--- src/rtl/pipe_stage_reg.sv ---
// Elastic pipeline-stage register: a control bundle and a data bundle carried
// under a valid/ready handshake, backed by a two-entry skid buffer so that
// in_ready can be registered without losing throughput.
//
// Handshake: a payload moves across a port on a rising edge where valid and
// ready are both 1 on that port. Valid never depends on ready. in_ready and
// out_valid come straight from flops, so no input reaches an output
// combinationally.
module pipe_stage_reg #(
    parameter int CTRL_W = 4,
    parameter int DATA_W = 101,
    parameter int CNT_W  = 16
) (
    input  logic              clk,
    input  logic              rst_n,
    input  logic              in_valid,
    output logic              in_ready,
    input  logic [CTRL_W-1:0] in_ctrl,
    input  logic [DATA_W-1:0] in_data,
    output logic              out_valid,
    input  logic              out_ready,
    output logic [CTRL_W-1:0] out_ctrl,
    output logic [DATA_W-1:0] out_data,
    input  logic              flush,
    output logic [1:0]        occupancy,
    output logic [CNT_W-1:0]  flush_count
);

    // The state value is the number of entries held, so it doubles as the
    // occupancy output.
    typedef enum logic [1:0] {
        EMPTY = 2'd0,
        ONE   = 2'd1,
        FULL  = 2'd2
    } state_t;

    localparam logic [CNT_W-1:0] CNT_MAX = {CNT_W{1'b1}};
    localparam logic [CNT_W-1:0] CNT_ONE = {{(CNT_W-1){1'b0}}, 1'b1};

    state_t              state_q, state_d;
    logic                m_valid_q;
    logic                in_ready_q;
    logic [CTRL_W-1:0]   m_ctrl_q, m_ctrl_d;
    logic [DATA_W-1:0]   m_data_q, m_data_d;
    logic [CTRL_W-1:0]   s_ctrl_q, s_ctrl_d;
    logic [DATA_W-1:0]   s_data_q, s_data_d;
    logic [CNT_W-1:0]    flush_count_q;
    logic                push;
    logic                pop;

    assign push = in_valid & in_ready_q;
    assign pop  = m_valid_q & out_ready;

    // Next-state and entry update; flush overrides everything, and any entry
    // that goes empty has its control bits cleared so it reads as a bubble.
    always_comb begin
        state_d  = state_q;
        m_ctrl_d = m_ctrl_q;
        m_data_d = m_data_q;
        s_ctrl_d = s_ctrl_q;
        s_data_d = s_data_q;
        if (flush) begin
            state_d  = EMPTY;
            m_ctrl_d = '0;
            s_ctrl_d = '0;
        end else begin
            unique case (state_q)
                EMPTY: begin
                    if (push) begin
                        state_d  = ONE;
                        m_ctrl_d = in_ctrl;
                        m_data_d = in_data;
                    end
                end
                ONE: begin
                    if (push && pop) begin
                        m_ctrl_d = in_ctrl;
                        m_data_d = in_data;
                    end else if (push) begin
                        state_d  = FULL;
                        s_ctrl_d = in_ctrl;
                        s_data_d = in_data;
                    end else if (pop) begin
                        state_d  = EMPTY;
                        m_ctrl_d = '0;
                    end
                end
                FULL: begin
                    // in_ready is low here, so only a pop can happen.
                    if (pop) begin
                        state_d  = ONE;
                        m_ctrl_d = s_ctrl_q;
                        m_data_d = s_data_q;
                        s_ctrl_d = '0;
                    end
                end
                default: begin
                    state_d = EMPTY;
                end
            endcase
        end
    end

    // State, entry storage and the registered handshake outputs.
    always_ff @(posedge clk or negedge rst_n) begin
        if (!rst_n) begin
            state_q    <= EMPTY;
            m_valid_q  <= 1'b0;
            in_ready_q <= 1'b1;
            m_ctrl_q   <= '0;
            m_data_q   <= '0;
            s_ctrl_q   <= '0;
            s_data_q   <= '0;
        end else begin
            state_q    <= state_d;
            m_valid_q  <= (state_d != EMPTY);
            in_ready_q <= (state_d != FULL);
            m_ctrl_q   <= m_ctrl_d;
            m_data_q   <= m_data_d;
            s_ctrl_q   <= s_ctrl_d;
            s_data_q   <= s_data_d;
        end
    end

    // Saturating count of flush cycles for the performance monitor.
    always_ff @(posedge clk or negedge rst_n) begin
        if (!rst_n) begin
            flush_count_q <= '0;
        end else if (flush && (flush_count_q != CNT_MAX)) begin
            flush_count_q <= flush_count_q + CNT_ONE;
        end
    end

    assign in_ready    = in_ready_q;
    assign out_valid   = m_valid_q;
    assign out_ctrl    = m_ctrl_q;
    assign out_data    = m_data_q;
    assign occupancy   = state_q;
    assign flush_count = flush_count_q;

endmodule

--- config.mk ---
export PLATFORM = sky130hd
export DESIGN_NAME = pipe_stage_reg
export DESIGN_NICKNAME = d
export VERILOG_FILES = /design/src/rtl/pipe_stage_reg.sv
export SDC_FILE = /design/constraint.sdc
export NUM_CORES = 1
export LEC_CHECK = 0
export BUFFER_PORTS_ARGS = -buffer_cell sky130_fd_sc_hd__buf_2
export CAP_MARGIN = 15
export CORE_MARGIN = 8
export CORE_UTILIZATION = 49
export DETAILED_ROUTE_END_ITERATION = 6
export GPL_ROUTABILITY_DRIVEN = 1
export PLACE_DENSITY = 0.77
export SLEW_MARGIN = 20
export SYNTH_ARGS = -nofsm -noshare
export SYNTH_HDL_FRONTEND = slang
export SYNTH_SLANG_ARGS = --single-unit
--- constraint.sdc ---
create_clock -name clk -period 2 [get_ports clk]
set_input_delay 0.2 -clock clk [delete_from_list [all_inputs] [get_ports clk]]
set_output_delay 0.2 -clock clk [all_outputs]
set_load 0.1 [all_outputs]
=== Word-level counts from Yosys, hierarchy flattened ===
Cells that the tools add are included.

* Memories kept: 0
* Register bits after elaboration: 230
* ROM bits: 0
* Output and inout bits: 125
* Bits in latches: 0
* RAM bits: 0

* Magnitude comparators: 0
* $add $sub $neg: 1
* Eq/ne operators: 13
* Bitwise gates (word level): 4
* Shifts and indexed selects: 0
* Reductions and logical operators: 11
* Multipliers: 0
* Div/mod/pow operators: 0
* Multiplexer cells: 21

{| class="wikitable"
|+ Operators with widths
! cell !! count
|-
| 2-to-1 mux 101 bit || 3
|-
| case mux 101 bit (3 select lines) || 1
|-
| 2-to-1 mux 4 bit || 8
|-
| adder 16 x 1 -> 16 bit, second input constant || 1
|-
| inequality test 16 bit, second input constant || 1
|-
| 2-to-1 mux 2 bit || 6
|-
| inequality test 3 bit, second input constant || 4
|-
| case mux 4 bit (3 select lines) || 1
|-
| AND reduction 5 bit || 2
|-
| inequality test 2 bit, second input constant || 4
|-
| inequality test 4 bit, second input constant || 2
|-
| case mux 4 bit (2 select lines) || 1
|-
| AND reduction 4 bit || 2
|-
| case mux 2 bit (3 select lines) || 1
|-
| nonzero test 3 bit || 2
|-
| nonzero test 4 bit || 1
|-
| AND 1 bit || 2
|-
| equality test 2 x 1 -> 1 bit, second input constant || 1
|-
| equality test 2 bit, second input constant || 1
|-
| logical AND 1 bit || 2
|-
| logical NOT 2 bit || 1
|-
| inverter 1 bit || 2
|-
| nonzero test 2 bit || 1
|}

=== Longest topological paths before layout ===
Gate-level depths: netlist (run 1).

* Depth after elaboration: 7
* Mapped depth: 9
* Depth with buffers taken out: 6

=== Worst setup path after synthesis (run 1) ===
No wires, ideal clock.

* Path kind: reg2reg
* Start: register state_q[1] (netlist: occupancy[1])
* End: register m_ctrl_q[0] (netlist: out_ctrl[0])
* Setup slack: -0.742 ns
* Stages on the path, launching flop included: 8
* Data required time: 1.869 ns
* Period minus slack after synthesis: 2.742 ns
* Arrival: 2.611 ns
* Cells stage by stage: dfrtp_1 > inv_1 > ha_1 > buf_2 > or3b_2 > a21oi_1 > mux2i_1 > nor2_1

* Cells in the longest elaborated chain, start to end: 3

{| class="wikitable"
|+ Ends and longest elaborated chain
! element !! line !! source
|-
| start, declared || 40 || <nowiki>state_t state_q, state_d;</nowiki>
|-
| start signal, assigned || 115 || <nowiki>state_q <= state_d;</nowiki>
|-
| equality test 2 x 1 -> 1 bit, or another cell as far along || 67 || <nowiki>unique case (state_q)</nowiki>
|-
| inequality test 4 bit (no line), or another cell as far along || - ||
|-
| AND reduction 5 bit (no line) / 2-to-1 mux 4 bit (equally long branches) || - ||
|-
| end signal, assigned || 118 || <nowiki>m_ctrl_q <= m_ctrl_d;</nowiki>
|-
| end, declared || 43 || <nowiki>logic [CTRL_W-1:0] m_ctrl_q, m_ctrl_d;</nowiki>
|}

Several ways; a longest one is shown, not always the timed one.
A chain may end at the register's enable or synchronous reset.

=== Worst setup path in the final report (run 1) ===
* Start: register state_q[1] (netlist: occupancy[1])
* End: register m_data_q[12] (netlist: out_data[12])

* Cells in the longest elaborated chain, start to end: 3

{| class="wikitable"
|+ Ends and longest elaborated chain
! element !! line !! source
|-
| equality test 2 x 1 -> 1 bit, or another cell as far along || 67 ||
|-
| inequality test 2 bit (no line) / nonzero test 3 bit (equally long branches) || - ||
|-
| AND reduction 5 bit (no line) || - ||
|-
| end signal, assigned || 119 || <nowiki>m_data_q <= m_data_d;</nowiki>
|-
| end, declared || 44 || <nowiki>logic [DATA_W-1:0] m_data_q, m_data_d;</nowiki>
|}

Several ways; a longest one is shown, not always the timed one.

==> implementation parameters, run 1 <==
Parameter                              Value

Run status
  Status    completed

Synthesis
  Proportion of synthesized chip area in sequential cells    between 50 and 60%
  Synthesized Nets    924
  YS warnings    0
  Library cells used by synthesis    36
  Number of storage elements in the synthesis netlist    230
  Syn Area/Cell    ~12 sq um
  Synthesized instance count    about 810
  Cell Area, Synth    a little under 10000 sq um

Pwr
  IR drop worst, VDD    approximately 1.3 mV
  Power, Total    around 24 mW
  Pwr Density    about 1700 nW/um^2
  Leak pwr    between 5 and 6 nW

STA
  Unrepaired setup endpoints after global routing    yes
  Maximum clock frequency    500.9 MHz
  Normalized max-slew margin    62.81%
  Post-route clock skew    roughly 10 ps
  Ratio of final minimum period to clock period    99.82%
  Total negative slack for setup checks    0 ps
  Number of hold violations in the final report    0
  Final setup vio count    0
  Final min period    between 1500 and 2000 ps
  Number of max-slew violations in the final report    0
  Slew at the pin closest to its max-slew limit    roughly 560 ps

Placement
  Final HPWL from detailed placement    between 15 and 20 mm
  Last weighted congestion value of the routability-driven placer    0.8227
  Port Buffers    approximately 230

Die
  Die span in y    158.0 microns
  Area of the die    24950 sq um
  Number of rows created at floorplan    between 50 and 60
  Effective utilization at floorplan    between 40% and 50%
  Core Region    around 20000 sq um
  Top-level port count    235
  Width of the die    158.0 microns

Setup path
  Count of buffering cells on the critical path with inverters included    4
  Critical Path RT    ~2400 ps
  Worst path top cell family by delay    compound AO/OA/AOI/OAI gates
  Critical Path Sink Type    flip-flop
  Slowest cell on the critical path    sky130_fd_sc_hd__dfrtp_4
  Data arrival time at the worst-slack endpoint    2380 ps
  Type of the worst setup path    flip-flop to flip-flop
  Startpoint type of the worst setup path    flip-flop
  Biggest cell delay along the critical path    530 ps
  Largest fanout of any net on the critical path    8
  Most common cell type on the critical path    sky130_fd_sc_hd__buf_12
  Critical path, cell by cell    ha_4, a21boi_4, a2111oi_4, buf_6, buf_12, buf_12, clkbuf_16, a21oi_2

Route
  Number of antenna-violating nets in the routed design    0
  Via total after detailed routing    7644
  Via density    between 5 and 6
  Post-DR wirelength/cell    between 15 and 20 microns
  Initial drt markers    ~440
  Final routed DRC violation total    0
  Routed Wire Length    roughly 26 mm
  1st-pass router iterations    5

Layout
  Share of post-route cells with drive strength above 1    39.85%
  Most common library cell in the layout ignoring fill and taps    sky130_fd_sc_hd__buf_2
  Post-layout net count    roughly 1300
  Layout Area Growth over Synthesis    39.77%
  Utilization of the core after routing    69.10%
  Layout filler cell count    between 1000 and 1500
  Commonest cells after routing, fill and taps aside    sky130_fd_sc_hd__buf_2, sky130_fd_sc_hd__dfrtp_1, sky130_fd_sc_hd__mux2i_1

Clock network
  Number of buffers created by CTS    24
  Clock transition at path regs    roughly 60 ps
  CTS max path bufs    3
  CTS H-tree lvls    1
  Clock sink total    230
  Master cell of the clock root buffer    sky130_fd_sc_hd__clkbuf_16
  Worst-Skew Late Latency    roughly 500 ps
  TritonCTS clock tree    yes

GRT
  Total global routing track utilization    19.67%
  Initial antenna violation count    1
  Largest net degree at the start of global routing    69
  Wire length of the first global-routing pass    39.60 mm
  Via count of the first global-routing pass    between 7000 and 8000
  Overflow left after global routing    0

Min path
  Hold crit path type    input port to flip-flop

Flow run
  Max cap viols    0
==> worst paths after layout <==
path | start | cells past startpoint | to | slack (ps)
setup / recovery | occupancy[1] | 8 | out_data[12] | 4
hold / removal | in_ctrl[1] | 4 | s_ctrl_q[1] | 30
setup reg to reg | occupancy[1] | 8 | out_data[12] | 4
hold reg to reg | flush_count[15] | 1 | flush_count[15] | 490
max in group asynchronous | rst_n | 3 | in_ready | 1040
min in group asynchronous | rst_n | 2 | out_data[84] | 240
==> final cells by class <==
cell class,instances,area [sq um],area share [%]
tap,270,337.8,2.448
sequential,230,5804,42.05
inverter,6,22.52,0.1632
multi-input combinational,520,3986,28.88
timing repair buffer,390,2922,21.17
clock inverter,1,5.005,0.03626
clock buffer,40,721.9,5.231
antenna,1,2.502,0.01813
==> logic make-up after synthesis <==
logic type,after synthesis,share of synthesized area [%]
and+or+nand+nor,172,7.768
muxes,208,22.39
DFF,230,58.30
adders and majority gates,5,0.6336
xor gates and xnor gates,15,1.331
AOI/OAI and AO/OA,120,6.665
buffers and inverters,59,2.914
==> power by group <==
group	internal [mW]	switching, mW
Sequential	6.66	1.21
Clock	2.43	1.70
Combinational	2.71	9.00
==> layer usage <==
| layer | vias to the layer above | global-route usage (%) | routed length (microns) |
|---|---|---|---|
| met3 | 53 | 4.341 | 1780 |
| met5 | - | 0 | 0 |
| li1 | 3553 | - | - |
| met1 | 3768 | 24.34 | 10600 |
| met4 | 0 | 6.197 | 641 |
| met2 | 270 | 33.77 | 13430 |
==> cell usage after synthesis <==
master	instances	area, sq um
sky130_fd_sc_hd__buf_4	9	67.56
sky130_fd_sc_hd__o211ai_1	2	15.01
sky130_fd_sc_hd__clkbuf_1	17	63.81
sky130_fd_sc_hd__mux2_2	103	1160
sky130_fd_sc_hd__xnor2_1	14	122.6
sky130_fd_sc_hd__buf_2	26	130.1
sky130_fd_sc_hd__a21boi_0	1	7.510
sky130_fd_sc_hd__dfrtp_1	229	5731
sky130_fd_sc_hd__inv_1	6	22.52
sky130_fd_sc_hd__o221ai_1	4	35.03
sky130_fd_sc_hd__nand2_1	10	37.54
sky130_fd_sc_hd__nand3_1	20	100.1
sky130_fd_sc_hd__nor4_1	1	6.260
sky130_fd_sc_hd__a21oi_1	105	525.5
sky130_fd_sc_hd__nand4b_1	3	26.28
sky130_fd_sc_hd__a31oi_1	2	12.51
sky130_fd_sc_hd__and3_1	6	37.54
sky130_fd_sc_hd__o21ai_0	2	10.01
sky130_fd_sc_hd__or2_2	1	6.260
sky130_fd_sc_hd__nor2_1	109	409.1
sky130_fd_sc_hd__dfstp_2	1	26.28
sky130_fd_sc_hd__nor3_1	3	15.01
sky130_fd_sc_hd__ha_1	5	62.56
sky130_fd_sc_hd__nand4_1	9	56.30
sky130_fd_sc_hd__buf_1	1	3.750
sky130_fd_sc_hd__a2111oi_4	1	27.53
sky130_fd_sc_hd__mux2i_1	105	1051
sky130_fd_sc_hd__and2_1	4	25.02
sky130_fd_sc_hd__o21bai_1	1	7.510
sky130_fd_sc_hd__or3b_2	1	8.760
sky130_fd_sc_hd__o21ba_2	1	10.01
sky130_fd_sc_hd__xor2_1	1	8.760
sky130_fd_sc_hd__nand4_2	1	12.51
sky130_fd_sc_hd__a21boi_1	1	7.510
sky130_fd_sc_hd__or4_1	1	7.510
sky130_fd_sc_hd__or3_1	3	18.77
==> metrics by stage <==
step	setup slack [ps]	instance area (sq um)	hold WS, ps	cells
6_report	3.572	13800	34.14	1458
5_1_grt	-59.92	13800	32.98	1458
4_1_cts	-16.22	13410	19.49	1439
3_5_place_dp	1.469	11660	209.9	1296
3_3_place_gp	62.70	11660	210.1	1296
2_1_floorplan	-43.41	10070	-95.59	809
==> tightest hold or removal path, stage by stage <==
cell and delay [ps]:
sky130_fd_sc_hd__buf_2 100, sky130_fd_sc_hd__inv_1 50, sky130_fd_sc_hd__or3_1 90, sky130_fd_sc_hd__a21oi_1 50
==> state kept, by name (all words and copies together) (netlist names) <==
signal       flops
out_data       101
s_data_q       101
flush_count     16
out_ctrl         4
s_ctrl_q         4
occupancy        2
in_ready         1
out_valid        1
==> what timing repair did <==
action | CTS | global route
hold buffers | 102 | 0
gates resized for setup | 0 | 26
pin swaps | 0 | 3
endpoints found under the hold margin | 187 | 0
setup buffers | 0 | 10
gates cloned | 0 | 8
setup endpoints to repair | 1 | 186
No activity file was read; power rests on OpenSTA's default activity.
==> run 2, diff against run 1 <==
--- a/config.mk
+++ b/config.mk
@@ -5,13 +5,14 @@
 export SDC_FILE = /design/constraint.sdc
 export NUM_CORES = 1
 export LEC_CHECK = 0
+export ABC_AREA = 1
 export BUFFER_PORTS_ARGS = -buffer_cell sky130_fd_sc_hd__buf_2
-export CAP_MARGIN = 15
+export CAP_MARGIN = 20
 export CORE_MARGIN = 8
-export CORE_UTILIZATION = 49
+export CORE_UTILIZATION = 55
 export DETAILED_ROUTE_END_ITERATION = 6
 export GPL_ROUTABILITY_DRIVEN = 1
-export PLACE_DENSITY = 0.77
+export PLACE_DENSITY = 0.81
 export SLEW_MARGIN = 20
 export SYNTH_ARGS = -nofsm -noshare
 export SYNTH_HDL_FRONTEND = slang
==> constraint.sdc (replaced) <==
create_clock -name clk -period 2.5 [get_ports clk]
set_input_delay 0.25 -clock clk [delete_from_list [all_inputs] [get_ports clk]]
set_output_delay 0.25 -clock clk [all_outputs]
set_load 0.1 [all_outputs]
==> implementation parameters, run 2 <==
Parameter                              Value

Run status
  Status    completed (unchanged)

Route
  Post-DR wirelength/cell    14.66 microns (was 18.14 microns)
  Via density    5.060 (was 5.243)
  Final routed DRC violation total    0 (unchanged)
  1st-pass router iterations    4 (was 5)
  Routed Wire Length    25.98 mm (was 26.45 mm)
  Initial drt markers    551 (was 444)
  Via total after detailed routing    8966 (was 7644)
  Number of antenna-violating nets in the routed design    0 (unchanged)

Min path
  Hold path startpoint    in_data[2] (was in_ctrl[1])
  Hold crit path type    input port to flip-flop (unchanged)

Pwr
  Power, Total    16.38 mW (was 23.72 mW)
  Pwr Density    1222 nW/um^2 (was 1719 nW/um^2)
  IR drop worst, VDD    0.9634 mV (was 1.345 mV)
  Leak pwr    7.174 nW (was 5.904 nW)

Layout
  Commonest cells after routing, fill and taps aside    sky130_fd_sc_hd__nand2_1, sky130_fd_sc_hd__buf_2, sky130_fd_sc_hd__dfrtp_1 (was sky130_fd_sc_hd__buf_2, sky130_fd_sc_hd__dfrtp_1, sky130_fd_sc_hd__mux2i_1)
  Area occupied by multi-input gates    3994 sq um (was 3986 sq um)
  Layout filler cell count    1497 (was 1372)
  Post-layout net count    1607 (was 1287)
  Reg area    5757 sq um (was 5804 sq um)
  Layout Area Growth over Synthesis    24.57% (was 39.77%)
  Most common library cell in the layout ignoring fill and taps    sky130_fd_sc_hd__nand2_1 (was sky130_fd_sc_hd__buf_2)
  Non-filler instance count after layout    1772 (was 1458)
  Share of post-route cells with drive strength above 1    28.44% (was 39.85%)

GRT
  Overflow left after global routing    0 (unchanged)
  Wire length of the first global-routing pass    43.23 mm (was 39.60 mm)
  Total global routing track utilization    21.32% (was 19.67%)
  Initial antenna violation count    1 (unchanged)
  Largest net degree at the start of global routing    105 (was 69)
  Via count of the first global-routing pass    8776 (was 7734)

Die
  Number of rows created at floorplan    51 (was 52)
  Top-level port count    235 (unchanged)
  Area of the die    24300 sq um (was 24950 sq um)
  Die span in y    155.9 microns (was 158.0 microns)
  Effective utilization at floorplan    55.66% (was 49.44%)
  Core Region    19330 sq um (was 19970 sq um)
  Width of the die    155.9 microns (was 158.0 microns)

Clock network
  Clock transition at path regs    60 ps (about the same)
  Worst-Skew Late Latency    510 ps (was 500 ps)
  TritonCTS clock tree    yes (unchanged)
  CTS H-tree lvls    1 (unchanged)
  Buffers inserted by post-CTS timing repair    0 (unchanged)
  CTS max path bufs    3 (unchanged)
  Clock sink total    230 (unchanged)
  Number of buffers created by CTS    25 (was 24)
  Master cell of the clock root buffer    sky130_fd_sc_hd__clkbuf_16 (unchanged)

Synthesis
  Synthesized Nets    1333 (was 924)
  Largest cells by area after synthesis    sky130_fd_sc_hd__dfrtp_1, sky130_fd_sc_hd__nand2_1, sky130_fd_sc_hd__o21ai_2 (was sky130_fd_sc_hd__dfrtp_1, sky130_fd_sc_hd__mux2_2, sky130_fd_sc_hd__mux2i_1)
  Cell Area, Synth    10760 sq um (was 9874 sq um)
  Mux cell area share after synthesis    0% (was 22.39%)
  Largest area contributor in the synthesized netlist    sky130_fd_sc_hd__dfrtp_1 (unchanged)
  Top-area cell type share of the netlist area    53.25% (was 58.03%)
  Syn Area/Cell    8.835 sq um (was 12.21 sq um)
  Area share of fa/ha/maj cells after synthesis    0.5813% (was 0.6336%)
  YS warnings    0 (unchanged)
  Number of storage elements in the synthesis netlist    230 (unchanged)
  Most used standard cell by instance count after synthesis    sky130_fd_sc_hd__nand2_1 (was sky130_fd_sc_hd__dfrtp_1)
  Synthesized instance count    1218 (was 809)
  Most frequent cells after synthesis    sky130_fd_sc_hd__nand2_1, sky130_fd_sc_hd__dfrtp_1, sky130_fd_sc_hd__inv_1 (was sky130_fd_sc_hd__dfrtp_1, sky130_fd_sc_hd__nor2_1, sky130_fd_sc_hd__a21oi_1, sky130_fd_sc_hd__mux2i_1, sky130_fd_sc_hd__mux2_2)
  Share of async-settable or async-resettable flops after synthesis    100.0% (unchanged)
  Most frequently used flop master after synthesis    sky130_fd_sc_hd__dfrtp_1 (unchanged)
  Number of flops mapped to enable cells by yosys    0 (unchanged)
  Largest family of logic cells by synthesized area    compound AO/OA/AOI/OAI gates (was multiplexers)
  Simple-gate portion of the synthesized area    16.92% (was 7.767%)
  Library cells used by synthesis    25 (was 36)
  Proportion of synthesized chip area in sequential cells    53.49% (was 58.30%)
  Compound-Gate Fraction of Synth Area    18.82% (was 6.665%)
  Xor/xnor share of the synthesized area    0.6511% (was 1.330%)

Setup path
  Largest fanout of any net on the critical path    28 (was 8)
  Start point of the critical path    occupancy[0] (was occupancy[1])
  Critical Path RT    2880 ps (was 2380 ps)
  Data arrival time at the worst-slack endpoint    2460 ps (was 2380 ps)
  Critical Path Sink Type    flip-flop (unchanged)
  Startpoint type of the worst setup path    flip-flop (unchanged)
  Startpoint of the lowest-slack register-to-register path    occupancy[0] (was occupancy[1])
  Type of the worst setup path    flip-flop to flip-flop (unchanged)

STA
  Total negative slack for setup checks    0 ps (unchanged)
  Normalized max-slew margin    63.52% (was 62.81%)
  Number of max-slew violations in the final report    0 (unchanged)
  Final min period    2083 ps (was 1996 ps)
  Final setup vio count    0 (unchanged)
  Number of hold violations in the final report    0 (unchanged)
  Maximum clock frequency    480.2 MHz (was 500.9 MHz)
  Slew at the pin closest to its max-slew limit    547.2 ps (was 557.9 ps)
  Unrepaired setup endpoints after global routing    no (was yes)
  Post-route clock skew    16.86 ps (was 10.08 ps)
  Ratio of final minimum period to clock period    83.31% (was 99.82%)

Flow run
  Max cap viols    0 (unchanged)

Placement
  Total placed cells including tap cells    1675 (was 1296)
  Port Buffers    234 (unchanged)
  Final HPWL from detailed placement    17.28 mm (was 15.76 mm)
  Last weighted congestion value of the routability-driven placer    0.8378 (was 0.8227)
## run 2: cell count changes in the layout (fill, tap and decap cells not counted), sizes merged, moves of 9 or more
cell / change
nor2: -88
mux2i: -105
a21oi: -104
inv: +120
mux2: -103
xnor2: -13
clkbuf: -14
nand2: +392
nand3: +9
o21ai: +320
buf: -20
dlygate4sd3: -47
## run 2: layout make-up
class                   instances  area share, %
diodes                          2        0.03733
clock buffers                  32          5.087
clock inverters                 8         0.3547
inverters                     125          3.519
multi-input cells             793          29.79
flip-flops and latches        230          42.94
well taps                     265          2.473
repair buffers                317          15.79
## run 2: worst max-delay path, stage by stage (launching register included)
cell and delay (ps):
sky130_fd_sc_hd__dfrtp_1 450, sky130_fd_sc_hd__inv_1 100, sky130_fd_sc_hd__ha_1 240, sky130_fd_sc_hd__inv_1 80
sky130_fd_sc_hd__o21ai_1 70, sky130_fd_sc_hd__inv_1 100, sky130_fd_sc_hd__nand3_4 420, sky130_fd_sc_hd__buf_12 350
sky130_fd_sc_hd__nand2_1 70, sky130_fd_sc_hd__o21ai_1 60
## run 2: metrics by stage
| stage | area (sq um) | hold slack, ps | utilization (%) | worst slack, ps |
|---|---|---|---|---|
| after floorplan | 10760 | -45.59 | - | 163.6 |
| after CTS | 13400 | 0.03164 | 69.31 | 396.3 |
| after global placement | 12120 | 229.7 | 62.69 | 509.2 |
| after global routing | 13400 | 9.004 | 69.32 | 217.1 |
| final | 13410 | 20.21 | 69.33 | 417.4 |
| after detailed placement | 12120 | 230.5 | 62.69 | 424.2 |
## run 2: what timing repair did
item | CTS | global route
gates resized for setup | 0 | 0
endpoints found under the hold margin | 113 | 0
hold buffers | 55 | 0
## run 2: cells by family (layout without fill, tap and decap cells)
kind of cell,Yosys count,count (layout)
AND/OR/NAND/NOR,457,457
AO/OA/AOI/OAI,323,323
flip-flops,230,230
buffers and inverters,195,482
XOR/XNOR,8,8
adder cells (fa/ha/maj),5,5
other,0,2
## run 2: power breakdown
part           switching, mW  total, mW  internal (mW)
registers              0.725       5.69           4.96
clock network           1.40       3.31           1.91
logic                   5.96       7.38           1.42
## run 2: final timing paths
path                                        to  slack (ps)  cells after the start
worst max register to register    out_data[40]         420                      9
min in group asynchronous         out_data[69]         260                      2
worst max-delay path              out_data[40]         420                      9
worst min register to register    s_data_q[40]         470                      2
max in group asynchronous       flush_count[2]        1480                      3
worst min-delay path               s_data_q[2]          20                      3
## run 2: metal layers
| metal | wire length (microns) | vias up | GRT usage (%) |
|---|---|---|---|
| li1 | - | 4431 | - |
| met1 | 10970 | 4197 | 27.38 |
| met2 | 12400 | 289 | 35.00 |
| met3 | 1896 | 49 | 4.958 |
| met4 | 708 | 0 | 7.070 |
| met5 | 0 | - | 0 |
==> run 3, diff against run 2 <==
--- a/config.mk
+++ b/config.mk
@@ -5,14 +5,14 @@
 export SDC_FILE = /design/constraint.sdc
 export NUM_CORES = 1
 export LEC_CHECK = 0
-export ABC_AREA = 1
+export ABC_AREA = 0
 export BUFFER_PORTS_ARGS = -buffer_cell sky130_fd_sc_hd__buf_2
 export CAP_MARGIN = 20
 export CORE_MARGIN = 8
-export CORE_UTILIZATION = 55
+export CORE_UTILIZATION = 54
 export DETAILED_ROUTE_END_ITERATION = 6
 export GPL_ROUTABILITY_DRIVEN = 1
-export PLACE_DENSITY = 0.81
+export PLACE_DENSITY = 0.8
 export SLEW_MARGIN = 20
 export SYNTH_ARGS = -nofsm -noshare
 export SYNTH_HDL_FRONTEND = slang
==> constraint.sdc (replaced) <==
create_clock -name clk -period 2.1 [get_ports clk]
set_input_delay 0.21 -clock clk [delete_from_list [all_inputs] [get_ports clk]]
set_output_delay 0.21 -clock clk [all_outputs]
set_load 0.1 [all_outputs]
==> implementation parameters, run 3 (synthesized netlist as in run 1, its figures left out) <==
Parameter                              Value

GRT
  Via count of the first global-routing pass    8271 (was 8776)
  Largest net degree at the start of global routing    63 (was 105)
  Initial antenna violation count    1 (unchanged)
  Wire length of the first global-routing pass    42.51 mm (was 43.23 mm)
  Total global routing track utilization    23.12% (was 21.32%)
  Overflow left after global routing    0 (unchanged)

Pwr
  Sequential share of power    32.6% (was 34.7%)
  Internal power    11.53 mW (was 8.293 mW)
  Pwr Density    1678 nW/um^2 (was 1222 nW/um^2)
  Net switching power    11.62 mW (was 8.091 mW)
  Clock power share    18.9% (was 20.2%)
  IR drop worst, VDD    1.670 mV (was 0.9634 mV)
  Net switching share of the total power    50.19% (was 49.39%)
  Leak pwr    5.926 nW (was 7.174 nW)
  Share of total power in combinational logic    48.6% (was 45.1%)

Clock network
  Clock sink total    230 (unchanged)
  CTS max path bufs    3 (unchanged)
  Master cell of the clock root buffer    sky130_fd_sc_hd__clkbuf_16 (unchanged)
  Worst-Skew Late Latency    510 ps (about the same)
  CTS H-tree lvls    1 (unchanged)
  Clock transition at path regs    60 ps (about the same)
  TritonCTS clock tree    yes (unchanged)
  Number of buffers created by CTS    24 (was 25)

Route
  Routed Wire Length    28.37 mm (was 25.98 mm)
  Final routed DRC violation total    0 (unchanged)
  1st-pass router iterations    7 (was 4)
  Post-DR wirelength/cell    20.12 microns (was 14.66 microns)
  Initial drt markers    560 (was 551)
  Via total after detailed routing    7890 (was 8966)
  Number of antenna-violating nets in the routed design    0 (unchanged)
  Via density    5.596 (was 5.060)

Placement
  Worst setup slack after placement    3.524 ps (was 424.2 ps)
  Port Buffers    234 (unchanged)
  Last weighted congestion value of the routability-driven placer    0.8173 (was 0.8378)
  Final HPWL from detailed placement    15.99 mm (was 17.28 mm)

Layout
  Post-layout net count    1277 (was 1607)
  Share of post-route cells with drive strength above 1    39.07% (was 28.44%)
  Layout Area Growth over Synthesis    39.72% (was 24.57%)
  Commonest cells after routing, fill and taps aside    sky130_fd_sc_hd__buf_2, sky130_fd_sc_hd__dfrtp_1, sky130_fd_sc_hd__nor2_1 (was sky130_fd_sc_hd__nand2_1, sky130_fd_sc_hd__buf_2, sky130_fd_sc_hd__dfrtp_1)
  Most common library cell in the layout ignoring fill and taps    sky130_fd_sc_hd__buf_2 (was sky130_fd_sc_hd__nand2_1)

Die
  Area of the die    22870 sq um (was 24300 sq um)
  Core Region    17960 sq um (was 19330 sq um)
  Effective utilization at floorplan    54.97% (was 55.66%)
  Width of the die    151.2 microns (was 155.9 microns)
  Die span in y    151.2 microns (was 155.9 microns)
  Number of rows created at floorplan    49 (was 51)
  Top-level port count    235 (unchanged)

Setup path
  Startpoint type of the worst setup path    flip-flop (unchanged)
  Endpoint of the worst-slack reg-to-reg timing path    out_data[36] (was out_data[40])
  Critical Path Sink Type    flip-flop (unchanged)
  Critical path, cell by cell    ha_4, or2_4, a2111oi_4, buf_6, buf_8, buf_4, clkbuf_16, a21oi_1 (was inv_1, ha_1, inv_1, o21ai_1, inv_1, nand3_4, buf_12, nand2_1, o21ai_1)
  Largest fanout of any net on the critical path    15 (was 28)
  Register-to-Register Setup Slack    60 ps (was 420 ps)
  Slowest cell on the critical path    sky130_fd_sc_hd__dfrtp_4 (was sky130_fd_sc_hd__dfrtp_1)
  Type of the worst setup path    flip-flop to flip-flop (unchanged)
  Depth of the most critical reg-to-reg path    8 (was 9)
  Critical Path RT    2490 ps (was 2880 ps)
  Data arrival time at the worst-slack endpoint    2430 ps (was 2460 ps)
  Biggest cell delay along the critical path    520 ps (was 450 ps)
  Start point of the critical path    occupancy[0] (unchanged)
  Startpoint of the lowest-slack register-to-register path    occupancy[0] (unchanged)
  Worst setup path endpoint    out_data[36] (was out_data[40])

STA
  Slew at the pin closest to its max-slew limit    534.8 ps (was 547.2 ps)
  Unrepaired setup endpoints after global routing    yes (was no)
  Normalized max-slew margin    64.59% (was 63.52%)
  Worst setup margin    61.65 ps (was 417.4 ps)
  Number of max-slew violations in the final report    0 (unchanged)
  Number of hold violations in the final report    0 (unchanged)
  Final min period    2038 ps (was 2083 ps)
  Final setup vio count    0 (unchanged)
  Maximum clock frequency    490.6 MHz (was 480.2 MHz)
  Post-route clock skew    13.98 ps (was 16.86 ps)
  Final-layout worst hold slack    47.13 ps (was 20.21 ps)
  Ratio of final minimum period to clock period    97.06% (was 83.31%)

Run status
  Status    completed (unchanged)

Flow run
  Max cap viols    0 (unchanged)

Min path
  Hold crit path type    input port to flip-flop (unchanged)
==> run 3: layout make-up <==
class | instances | area (sq um)
fill | 1098 | 4167
tap | 229 | 286.5
sequential | 230 | 5804
timing repair buffer | 380 | 2909
inverter | 6 | 22.52
clock buffer | 37 | 760.7
multi-input combinational | 520 | 3951
antenna | 1 | 2.502
clock inverter | 7 | 60.06
==> run 3: metal layers <==
metal | part of all wire, % | vias up | GRT usage, %
li1 | - | 3548 | -
met4 | 3.9 | 0 | 8.956
met2 | 52 | 327 | 41.18
met1 | 37 | 3928 | 26.82
met3 | 6.9 | 87 | 4.751
met5 | 0 | - | 0
==> run 3: timing repair <==
item / in CTS / in global routing
gates cloned: 1 / 7
setup buffers: 0 / 8
gates resized for setup: 2 / 17
hold buffers: 102 / 0
pin swaps: 0 / 1
endpoints found under the hold margin: 164 / 0
endpoints found under the setup margin: 16 / 79
==> run 3: worst min-delay path by stage <==
stage | start | end | slack (ps) | cells past startpoint
floorplan | rst_n | flush_count[10] | -90 | 0
global placement | rst_n | out_data[88] | 180 | 1
detailed placement | rst_n | out_data[88] | 180 | 1
CTS | flush | occupancy[0] | 20 | 3
global route | flush | occupancy[0] | 50 | 3
finish | flush | occupancy[0] | 50 | 3
==> run 3: worst max-delay path: cells and delay by family (launching register included) <==
family          cells  cell delay (ps)
buf+inv             4              570
flops               1              520
compound gates      2              400
simple gates        1              250
fa+ha+maj           1              170
==> run 3: power groups by stage <==
stage | clock network, mW | logic [mW] | registers, mW
finish | 4.37 | 11.2 | 7.54
global route | 4.56 | 11.7 | 7.74
CTS | 4.41 | 10.9 | 7.43
detailed placement | 0 | 10.7 | 7.48
global placement | 0 | 10.5 | 7.41
floorplan | 0 | 2.39 | 13.7
==> run 3: per-stage QoR <==
stage | cell area, sq um | TNS, ps | std cells | power [mW] | utilization (%)
global route | 13800 | -1.486 | 1410 | 23.97 | 76.81
global placement | 11610 | 0 | 1247 | 17.92 | 64.62
detailed placement | 11610 | 0 | 1247 | 18.19 | 64.62
CTS | 13490 | 0 | 1394 | 22.75 | 75.10
finish | 13800 | 0 | 1410 | 23.15 | 76.81
floorplan | 10020 | 0 | 809 | 16.11 | -
